$ cat config.mk
export PLATFORM = sky130hd
export DESIGN_NAME = hol_round_controller_flat
export DESIGN_NICKNAME = d
export VERILOG_FILES = /design/src/rtl/hol_round_controller_if.sv /design/src/rtl/hol_round_controller.sv /design/src/flat_wrapper.sv
export SDC_FILE = /design/constraint.sdc
export NUM_CORES = 1
export LEC_CHECK = 0
export ABC_AREA = 1
export CAP_MARGIN = 20
export CORE_ASPECT_RATIO = 1.1
export CORE_MARGIN = 2
export CORE_UTILIZATION = 60
export CTS_BUF_LIST = sky130_fd_sc_hd__clkbuf_8
export DETAILED_ROUTE_END_ITERATION = 10
export GPL_ROUTABILITY_DRIVEN = 0
export MAX_ROUTING_LAYER = met4
export PLACE_DENSITY = 0.83
export SYNTH_ARGS = -nofsm -noshare
export SYNTH_HDL_FRONTEND = slang
export SYNTH_SLANG_ARGS = --single-unit
export TNS_END_PERCENT = 50
$ cat constraint.sdc
create_clock -name clk -period 2.18 [get_ports clk]
set_clock_uncertainty 0.15 [all_clocks]
set_input_delay 0.218 -clock clk [delete_from_list [all_inputs] [get_ports clk]]
set_output_delay 0.218 -clock clk [all_outputs]
set_load 0.01 [all_outputs]
$ cat src/rtl/hol_round_controller_if.sv
// Player-facing bus of the Higher-or-Lower round controller: button pulses in,
// game state and score out towards the renderer.
interface hol_round_controller_if;
  logic       start_pulse;
  logic       higher_pulse;
  logic       lower_pulse;
  logic [2:0] state;
  logic [3:0] current_card;
  logic [3:0] next_card;
  logic       card_visible;
  logic [6:0] score;
  logic [6:0] high_score;
  logic       result_valid;
  logic       result_correct;

  // Button side: drives the pulses and watches the game.
  modport master (
    output start_pulse, higher_pulse, lower_pulse,
    input  state, current_card, next_card, card_visible,
    input  score, high_score, result_valid, result_correct
  );

  // Controller side.
  modport slave (
    input  start_pulse, higher_pulse, lower_pulse,
    output state, current_card, next_card, card_visible,
    output score, high_score, result_valid, result_correct
  );
endinterface

$ cat src/rtl/hol_round_controller.sv
// Higher-or-Lower round controller: deals cards from a free-running LFSR,
// times the reveal, judges each guess and keeps score / high score.
module hol_round_controller #(
  parameter int unsigned REVEAL_CYCLES = 100000000,
  parameter int unsigned SCORE_MAX     = 99,
  parameter logic [15:0] LFSR_SEED     = 16'hACE1
) (
  input  logic                 clk,
  input  logic                 rst_n,
  hol_round_controller_if.slave bus
);

  typedef enum logic [2:0] {
    S_IDLE       = 3'd0,
    S_DEAL       = 3'd1,
    S_WAIT_GUESS = 3'd2,
    S_REVEAL     = 3'd3,
    S_GAME_OVER  = 3'd4
  } state_e;

  localparam int unsigned TIMER_W = (REVEAL_CYCLES > 1) ? $clog2(REVEAL_CYCLES) : 1;
  localparam logic [TIMER_W-1:0] TIMER_LOAD = TIMER_W'(REVEAL_CYCLES - 1);
  localparam logic [6:0] SCORE_CAP = 7'(SCORE_MAX);

  state_e             state_q, state_d;
  logic [3:0]         cur_q, cur_d;
  logic [3:0]         next_q, next_d;
  logic [6:0]         score_q, score_d;
  logic [6:0]         high_q, high_d;
  logic               guess_higher_q, guess_higher_d;
  logic [TIMER_W-1:0] timer_q, timer_d;
  logic               result_valid_q, result_valid_d;
  logic               result_correct_q, result_correct_d;
  logic [15:0]        lfsr_q;

  logic [3:0] draw;
  logic       tie;
  logic       guessed_right;
  logic       verdict;
  logic [6:0] score_inc;

  // Fibonacci LFSR (taps 16,14,13,11), free-running from reset onwards.
  // NOTE: sequential state uses non-blocking assignments so every register
  // samples pre-edge values and simulation matches the synthesized flops.
  always_ff @(posedge clk) begin
    if (!rst_n) lfsr_q <= LFSR_SEED;
    else        lfsr_q <= {lfsr_q[14:0], lfsr_q[15] ^ lfsr_q[13] ^ lfsr_q[12] ^ lfsr_q[10]};
  end

  // Map the low nibble onto a card rank 1..13, folding 13..15 back to 1..3.
  assign draw = (lfsr_q[3:0] < 4'd13) ? (lfsr_q[3:0] + 4'd1) : (lfsr_q[3:0] - 4'd12);

  // Verdict on the pending guess; a tie always counts as correct.
  assign tie           = (next_q == cur_q);
  assign guessed_right = guess_higher_q ? (next_q > cur_q) : (next_q < cur_q);
  assign verdict       = tie | guessed_right;
  assign score_inc     = (score_q >= SCORE_CAP) ? SCORE_CAP : (score_q + 7'd1);

  // Game state register and all datapath registers, synchronously reset.
  always_ff @(posedge clk) begin
    if (!rst_n) begin
      state_q          <= S_IDLE;
      cur_q            <= '0;
      next_q           <= '0;
      score_q          <= '0;
      high_q           <= '0;
      guess_higher_q   <= 1'b0;
      timer_q          <= '0;
      result_valid_q   <= 1'b0;
      result_correct_q <= 1'b0;
    end else begin
      state_q          <= state_d;
      cur_q            <= cur_d;
      next_q           <= next_d;
      score_q          <= score_d;
      high_q           <= high_d;
      guess_higher_q   <= guess_higher_d;
      timer_q          <= timer_d;
      result_valid_q   <= result_valid_d;
      result_correct_q <= result_correct_d;
    end
  end

  // Next-state and next-register logic for the round sequence.
  // NOTE: every output of this block gets a default first, so no path can
  // leave a signal unassigned and infer a latch.
  always_comb begin
    state_d          = state_q;
    cur_d            = cur_q;
    next_d           = next_q;
    score_d          = score_q;
    high_d           = high_q;
    guess_higher_d   = guess_higher_q;
    timer_d          = timer_q;
    result_valid_d   = 1'b0;
    result_correct_d = result_correct_q;

    case (state_q)
      S_IDLE: begin
        if (bus.start_pulse) state_d = S_DEAL;
      end
      S_DEAL: begin
        cur_d   = draw;
        score_d = '0;
        state_d = S_WAIT_GUESS;
      end
      S_WAIT_GUESS: begin
        // Only an unambiguous single guess is accepted.
        if (bus.higher_pulse ^ bus.lower_pulse) begin
          guess_higher_d = bus.higher_pulse;
          next_d         = draw;
          timer_d        = TIMER_LOAD;
          state_d        = S_REVEAL;
        end
      end
      S_REVEAL: begin
        if (timer_q == '0) begin
          result_valid_d   = 1'b1;
          result_correct_d = verdict;
          if (verdict) begin
            if (!tie) score_d = score_inc;
            cur_d   = next_q;
            state_d = S_WAIT_GUESS;
          end else begin
            if (score_q > high_q) high_d = score_q;
            state_d = S_GAME_OVER;
          end
        end else begin
          timer_d = timer_q - 1'b1;
        end
      end
      S_GAME_OVER: begin
        if (bus.start_pulse) state_d = S_DEAL;
      end
      default: state_d = S_IDLE;
    endcase
  end

  assign bus.state          = state_q;
  assign bus.current_card   = cur_q;
  assign bus.next_card      = next_q;
  assign bus.card_visible   = (state_q == S_REVEAL);
  assign bus.score          = score_q;
  assign bus.high_score     = high_q;
  assign bus.result_valid   = result_valid_q;
  assign bus.result_correct = result_correct_q;

endmodule

$ cat src/flat_wrapper.sv
// flat-port wrapper written by rule: the top's interface ports become plain ports
module hol_round_controller_flat 
#(
  parameter int unsigned REVEAL_CYCLES = 100000000,
  parameter int unsigned SCORE_MAX     = 99,
  parameter logic [15:0] LFSR_SEED     = 16'hACE1
)
  (clk, rst_n, bus_start_pulse, bus_higher_pulse, bus_lower_pulse, bus_state, bus_current_card, bus_next_card, bus_card_visible, bus_score, bus_high_score, bus_result_valid, bus_result_correct);
  hol_round_controller_if bus_i ();
  input  logic clk;
  input  logic rst_n;
  input wire logic [$bits(bus_i.start_pulse)-1:0] bus_start_pulse;
  input wire logic [$bits(bus_i.higher_pulse)-1:0] bus_higher_pulse;
  input wire logic [$bits(bus_i.lower_pulse)-1:0] bus_lower_pulse;
  output wire logic [$bits(bus_i.state)-1:0] bus_state;
  output wire logic [$bits(bus_i.current_card)-1:0] bus_current_card;
  output wire logic [$bits(bus_i.next_card)-1:0] bus_next_card;
  output wire logic [$bits(bus_i.card_visible)-1:0] bus_card_visible;
  output wire logic [$bits(bus_i.score)-1:0] bus_score;
  output wire logic [$bits(bus_i.high_score)-1:0] bus_high_score;
  output wire logic [$bits(bus_i.result_valid)-1:0] bus_result_valid;
  output wire logic [$bits(bus_i.result_correct)-1:0] bus_result_correct;
  assign bus_i.start_pulse = bus_start_pulse;
  assign bus_i.higher_pulse = bus_higher_pulse;
  assign bus_i.lower_pulse = bus_lower_pulse;
  assign bus_state = bus_i.state;
  assign bus_current_card = bus_i.current_card;
  assign bus_next_card = bus_i.next_card;
  assign bus_card_visible = bus_i.card_visible;
  assign bus_score = bus_i.score;
  assign bus_high_score = bus_i.high_score;
  assign bus_result_valid = bus_i.result_valid;
  assign bus_result_correct = bus_i.result_correct;
  hol_round_controller #(.REVEAL_CYCLES(REVEAL_CYCLES), .SCORE_MAX(SCORE_MAX), .LFSR_SEED(LFSR_SEED)) u_core (.clk(clk), .rst_n(rst_n), .bus(bus_i));
endmodule
==> results of run 1 <==
-- metrics by stage --
stage | hold WS [ns] | util
after floorplan | 0.2239 | -
after CTS | 0.2700 | 0.7206
after global routing | 0.2779 | 0.7265
after detailed placement | 0.2482 | 0.6833
final | 0.2705 | 0.7265
after global placement | 0.2445 | 0.6833
-- cell usage after synthesis, drive strengths merged --
master / number
nand2: 154
nor2: 115
dfxtp: 71
inv: 63
nand3: 46
a21oi: 32
o21ai: 29
ha: 16
or2: 15
xor2: 15
buf: 9
nand4: 8
clkbuf: 7
xnor2: 6
o22ai: 5
nor3: 3
nand3b: 2
and2: 1
clkinv: 1
o211ai: 1
-- per-layer routing --
metal,global-route usage,vias to the layer above
met3,0.07430,48
li1,-,1980
met5,-,-
met4,0.1597,0
met2,0.4627,150
met1,0.3540,1852
-- state kept, by name, summed over array words and instances, names as in the netlist --
signal and count:
u_core.timer_q 27, u_core.guess_higher_q 1, u_core.bus.next_card 4, u_core.bus.current_card 4, u_core.bus.state 3, u_core.bus.high_score 7
u_core.lfsr_q 16, u_core.bus.score 7, u_core.bus.result_valid 1, u_core.bus.result_correct 1
-- critical path, delay by kind of cell (launching register included) --
family	cells	cell delay (ns)
simple gates	2	0.40
buf+inv	1	0.58
flops	1	0.45
-- power by group through the flow --
stage	Clock, mW	Combinational [mW]	Sequential (mW)
floorplan	0	1.53	1.66
global placement	0	2.01	1.65
detailed placement	0	2.08	1.66
CTS	1.32	2.11	1.63
global route	1.38	2.47	1.66
finish	1.31	2.21	1.64
-- final cells by class --
cell class	instances	area (µm²)
clock buffer	9	123.9
clock inverter	7	120.1
fill	527	1793
inverter	64	240.2
multi-input combinational	448	2292
sequential	71	1421
tap	82	102.6
timing repair buffer	47	461.7
-- path summary, 6_finish.rpt --
| check | start | endpoint | slack, ns | depth (start not counted) |
|---|---|---|---|---|
| setup reg to reg | u_core.bus.current_card[1] | u_core.bus.state[1] | 0.04 | 12 |
| hold / removal | u_core.lfsr_q[5] | u_core.lfsr_q[6] | 0.27 | 1 |
| hold reg to reg | u_core.lfsr_q[5] | u_core.lfsr_q[6] | 0.27 | 1 |
| setup / recovery | u_core.bus.state[1] | bus_card_visible | 0.02 | 3 |
-- cells by family (layout without fill, tap and decap cells) --
group,after synthesis,in the layout,share of synthesized area
AOI/OAI and AO/OA,67,67,0.08543
DFF,71,71,0.3529
xor gates and xnor gates,21,21,0.04567
adders and majority gates,16,16,0.04970
buffers and inverters,80,127,0.08170
and+or+nand+nor,344,344,0.3846
-- what timing repair did --
item | CTS | global route
buffers inserted | 0 | 1
endpoints found under the setup margin | 0 | 12
hold buffers | 0 | 0
gates resized for setup | 0 | 5
==> results.md, run 1 <==
* P_leak at roughly 2.1 nW
* Metal-1 WL at between 4 and 5 mm
* Sequential power share at 0.318
* Synth area leaders: dfxtp_1 (35%), nand2_1 (14%), nor2_1 (9.4%)
* Diode count at 0
* Cell taking the most area after synthesis: dfxtp_1
* CTS tree: built
* CP Capture Type: output pin
* First-pass GRT wire length at 16.84 mm
* Sum Neg Setup Slack at 0 ns
* Post-Place Cells at just over 700
* Hold Violations, Final at 0
* Min Tclk post-route at around 2.2 ns
* Worst path slowest cell: clkdlybuf4s50_1
* Slew Viols, Final at 0
* DIE AREA at between 7000 and 8000 µm²
* Worst vdd ir at ~700 µV
* Area growth, synth to finish at 18.24%
* Vias per inst at ~5.5
* Layout Nets at approximately 660
* Hold crit path type: flop to flop
* Slew margin rel. at 0.7413
* Worst EP arrival at ~1.8 ns
* Die Span Y at approximately 90 µm
* NetSw at roughly 2.1 mW
* Commonest cells after routing, fill and taps aside: nand2_1 (145), nor2_1 (99), dfxtp_1 (71)
* Number of synthesis warnings at 0
* Core footprint at around 6600 µm²
* Final WL at roughly 10 mm
* Die X at roughly 80 µm
* Period utilisation layout at 0.9897
* Largest net degree at the start of global routing at 33
* Met2 routed WL at between 4 and 5 mm
* Synth Cell Area at a little over 4000 µm²
* Detailed placement HPWL at around 7 mm
* Worst-skew pair later-pin latency at approximately 0.37 ns
* Via count at 4030
* Synth top area share at 0.3529
* Fraction of layout cells with a size suffix above 1 at 0.1192
* Setup slack after placement at about 0.18 ns
* Sw Ratio at 0.4012
* Cell Chain, Critical Path: nand2_1 > nor2_4 > clkdlybuf4s50_1
* Antenna viol nets, final at 0
* Clk buf depth at 2
* Max-cap violations at 0
* Worst-path fanout max at 6
* DRT Pass-1 Iters at 8
* GR Util All Layers at 0.2998
* Port Buffer Count at 32
* # H-tree levels at 3
* Area after DPL at approximately 4500 µm²
* Seq cells post-synth at 71
* Combinational share of power at 0.428
* Final setup viols at 0
* Post-Layout Cell Count at roughly 730
* Drt wl/cell at around 14 µm
* CTS buffer count at 9
* Mapped Nets at 620
* Status: finished clean
* Overflow after GRT at 0
* CP Launch Type: flop
* Mapped Cells at approximately 600
* Commonest non-fill, non-tap cell in the layout: nand2_1
* Tot Pwr at 5.155 mW
* I/O Pins at 33
* TritonCTS Sinks at between 70 and 80
* # DRC at 0
* Crit path largest cell delay at 0.58 ns
* Critical path type: flop to output pin
* Final instance area at roughly 4800 µm²
* Least-Margin Pin Slew at roughly 0.39 ns
* Power Density at ~1100 nW/µm²
* Setup WS post-layout at around 0.022 ns
* Syn Area/Cell at slightly below 7 µm²
* Root buffer cell: clkbuf_8
* Number of global-route vias before repair at roughly 3.8k
* WL met3 at slightly below 600 µm
* 1st-iter DRT viols at 283
* Starting Density at 0.6144
* Power share of the clock group at 0.253
* Clock-pin slew on the worst setup and hold paths at ~0.080 ns
* Fmax at between 0.4 and 0.5 GHz
* P_int at approximately 3 mW
* Worst EP required at roughly 1.8 ns
* Max Used Layer: met4
* Distinct cells, synth at 29
* Sequential cell area fraction in the yosys report at 0.3529
* Initial antenna violation count at 0
* Num rows at 31
Power figures use the tool's default switching activity.
==> run 2, diff against run 1 <==
CAP_MARGIN = not set   (was 20)
SKIP_CTS_REPAIR_TIMING = 1   (was not set)
==> results of run 2 <==
Same layout as run 1: the final DEF is identical, and so are final timing and power.
==> run 3, diff against run 2 <==
GPL_TIMING_DRIVEN = 0   (was not set)
==> run 3 against run 2 <==
  * Utilization about the same
  * Critical path depth increased by 8
  * Critical endpoint is now u_core.bus.high_score[2]
  * Flip-flop and latch count did not move
  * Maximum frequency increased by 1.9%
  * Combinational power about the same
  * First-iteration DRC count up 15%
  * Via count is 1.8% higher
  * Clock power rose by 3%
==> results.md, run 3 (synthesis results as in run 1) <==
* Status: finished clean
* Die X at approximately 80 µm
* Worst EP required at around 2.3 ns
* First-pass GRT wire length at roughly 16 mm
* # DRC at 0
* P_leak at around 2.1 nW
* Min Tclk post-route at between 2 and 2.5 ns
* R2R depth at 11
* Worst r2r src: u_core.bus.high_score[2]
* Root buffer cell: clkbuf_8
* CTS tree: built
* Setup slack after placement at -0.1676 ns
* Final instance area at 4763 µm²
* Power share of the clock group at 0.259
* Post-Layout Cell Count at 731
* NetSw at 2.116 mW
* Max-cap violations at 0
* Commonest non-fill, non-tap cell in the layout: nand2_1
* Worst path slowest cell: dfxtp_1
* DRT Pass-1 Iters at 6
* 1st-iter DRT viols at 325
* I/O Pins at 33
* Hold Path End: u_core.lfsr_q[13]
* Least-Margin Pin Slew at approximately 0.68 ns
* Critical path type: flop to flop
* Setup slack, reg-to-reg at about 0.062 ns
* Post-Place Cells at between 700 and 800
* Critical path buffers and inverters at 2
* CP Capture Type: flop
* Worst path top cell family by delay: simple AND/OR/NAND/NOR gates
* Die Span Y at between 80 and 90 µm
* Sw Ratio at 0.4053
* Drt wl/cell at between 10 and 15 µm
* Worst-skew pair later-pin latency at 0.36 ns
* Cell Chain, Critical Path: inv_1 > ha_1 > a21oi_1 > o21ai_0 > and2_1 > nor2_1 > nor2_4 > buf_4 > nand3_1 > nand2_1 > nor2_1
* Clk buf depth at 2
* Starting Density at 0.6144
* Area after DPL at 4441 µm²
* Fmax at 0.4722 GHz
* Period utilisation layout at 0.9715
* Commonest cells after routing, fill and taps aside: nand2_1 (145), nor2_1 (99), dfxtp_1 (68)
* Vias per inst at around 5.6
* Port Buffer Count at 31
* Diode count at 0
* Clock-pin slew on the worst setup and hold paths at 0.09 ns
* Final WL at a little over 10 mm
* Biggest register: u_core.timer_q
* Via count at 4104
* Slew margin rel. at 0.5443
* DIE AREA at 7385 µm²
* Fill count at between 500 and 600
* CP Launch Type: flop
* Hold Violations, Final at 0
* # H-tree levels at 3
* Fraction of layout cells with a size suffix above 1 at 0.1202
* Overflow after GRT at 0
* Initial antenna violation count at 0
* Combinational share of power at 0.425
* Sequential power share at 0.316
* Max reg flops at 27
* Worst-path fanout max at 6
* TritonCTS Sinks at between 70 and 80
* Core footprint at 6555 µm²
* Worst vdd ir at between 600 and 700 µV
* Largest net degree at the start of global routing at 14
* R2r endpoint: u_core.bus.high_score[2]
* CTS buffer count at 9
* Area growth, synth to finish at 18.27%
* Worst EP arrival at roughly 2.3 ns
* Most used cell, CP: nor2_1
* Crit path largest cell delay at between 0.3 and 0.4 ns
* Slew Viols, Final at 0
* Final setup viols at 0
* Detailed placement HPWL at 7.172 mm
* Number of global-route vias before repair at roughly 3.8k
* GR Util All Layers at 0.2915
* Hold path depth at 3
* Worst-case hold slack at roughly 0.17 ns
* Power Density at 1096 nW/µm²
* Setup WS post-layout at between 0.06 and 0.07 ns
* Hold wc startpoint: rst_n
* P_int at 3.104 mW
* Num rows at 31
* Regs by FF count: u_core.timer_q (27), u_core.lfsr_q (16)
* Antenna viol nets, final at 0
* Tot Pwr at 5.220 mW
* Layout Nets at ~670
* Hold crit path type: primary input to flop
[run 3: cell count changes in the layout (fill, tap and decap cells not counted), sizes merged]
cell           previous run  this run
clkbuf                    9        17
buf                      15        12
clkdlybuf4s50            32        30
inv                      64        65
clkinv                    3         1
dlymetal6s2s              0         1
[run 3: power groups by stage]
stage	Sequential (mW)	Combinational, mW	Clock (mW)
floorplan	1.66	1.53	0
global placement	1.66	1.98	0
detailed placement	1.67	2.05	0
CTS	1.64	2.08	1.35
global route	1.67	2.45	1.42
finish	1.65	2.22	1.35
[run 3: area by class of cell]
type / instances / area (µm²) / share of cell area
Inverter: 64 / 240.2 / 0.05043
Buffer: 16 / 97.59 / 0.02049
Timing Repair Buffer: 34 / 335.3 / 0.07040
Clock inverter: 6 / 115.1 / 0.02417
Multi-Input combinational cell: 448 / 2310 / 0.4849
Clock buffer: 10 / 137.6 / 0.02889
Sequential cell: 71 / 1425 / 0.2992
Tap cell: 82 / 102.6 / 0.02154
[run 3: how the worst max path moves through the flow]
stage,from,endpoint,slack [ns],cells after the start
6_report,u_core.bus.high_score[2],u_core.bus.high_score[2],0.06,11
5_1_grt,u_core.bus.current_card[3],u_core.bus.high_score[2],-0.05,13
4_1_cts,u_core.bus.state[1],bus_card_visible,-0.41,5
3_5_place_dp,u_core.bus.current_card[3],u_core.bus.high_score[2],-0.17,11
3_3_place_gp,u_core.bus.current_card[3],u_core.bus.high_score[4],-0.08,11
2_1_floorplan,u_core.bus.current_card[1],u_core.bus.high_score[0],0.17,13
[run 3: layer usage]
metal | global-route usage | wire length [µm]
met5 | - | 0
met4 | 0.1708 | 411
met3 | 0.04418 | 556
met2 | 0.4722 | 5153
met1 | 0.3335 | 4221
[run 3: worst reg2reg max path, stage by stage (launching register included)]
cell and delay, ns:
dfxtp_1 0.39, inv_1 0.06, ha_1 0.33, a21oi_1 0.14
o21ai_0 0.10, and2_1 0.15, nor2_1 0.18, nor2_4 0.07
buf_4 0.16, nand3_1 0.08, nand2_1 0.07, nor2_1 0.16
[run 3: metrics by stage]
| stage | setup TNS, ns | utilization |
|---|---|---|
| floorplan | 0 | - |
| global placement | -0.5531 | 0.6774 |
| detailed placement | -0.9940 | 0.6774 |
| CTS | -1.821 | 0.7160 |
| global route | -0.07096 | 0.7267 |
| finish | 0 | 0.7267 |
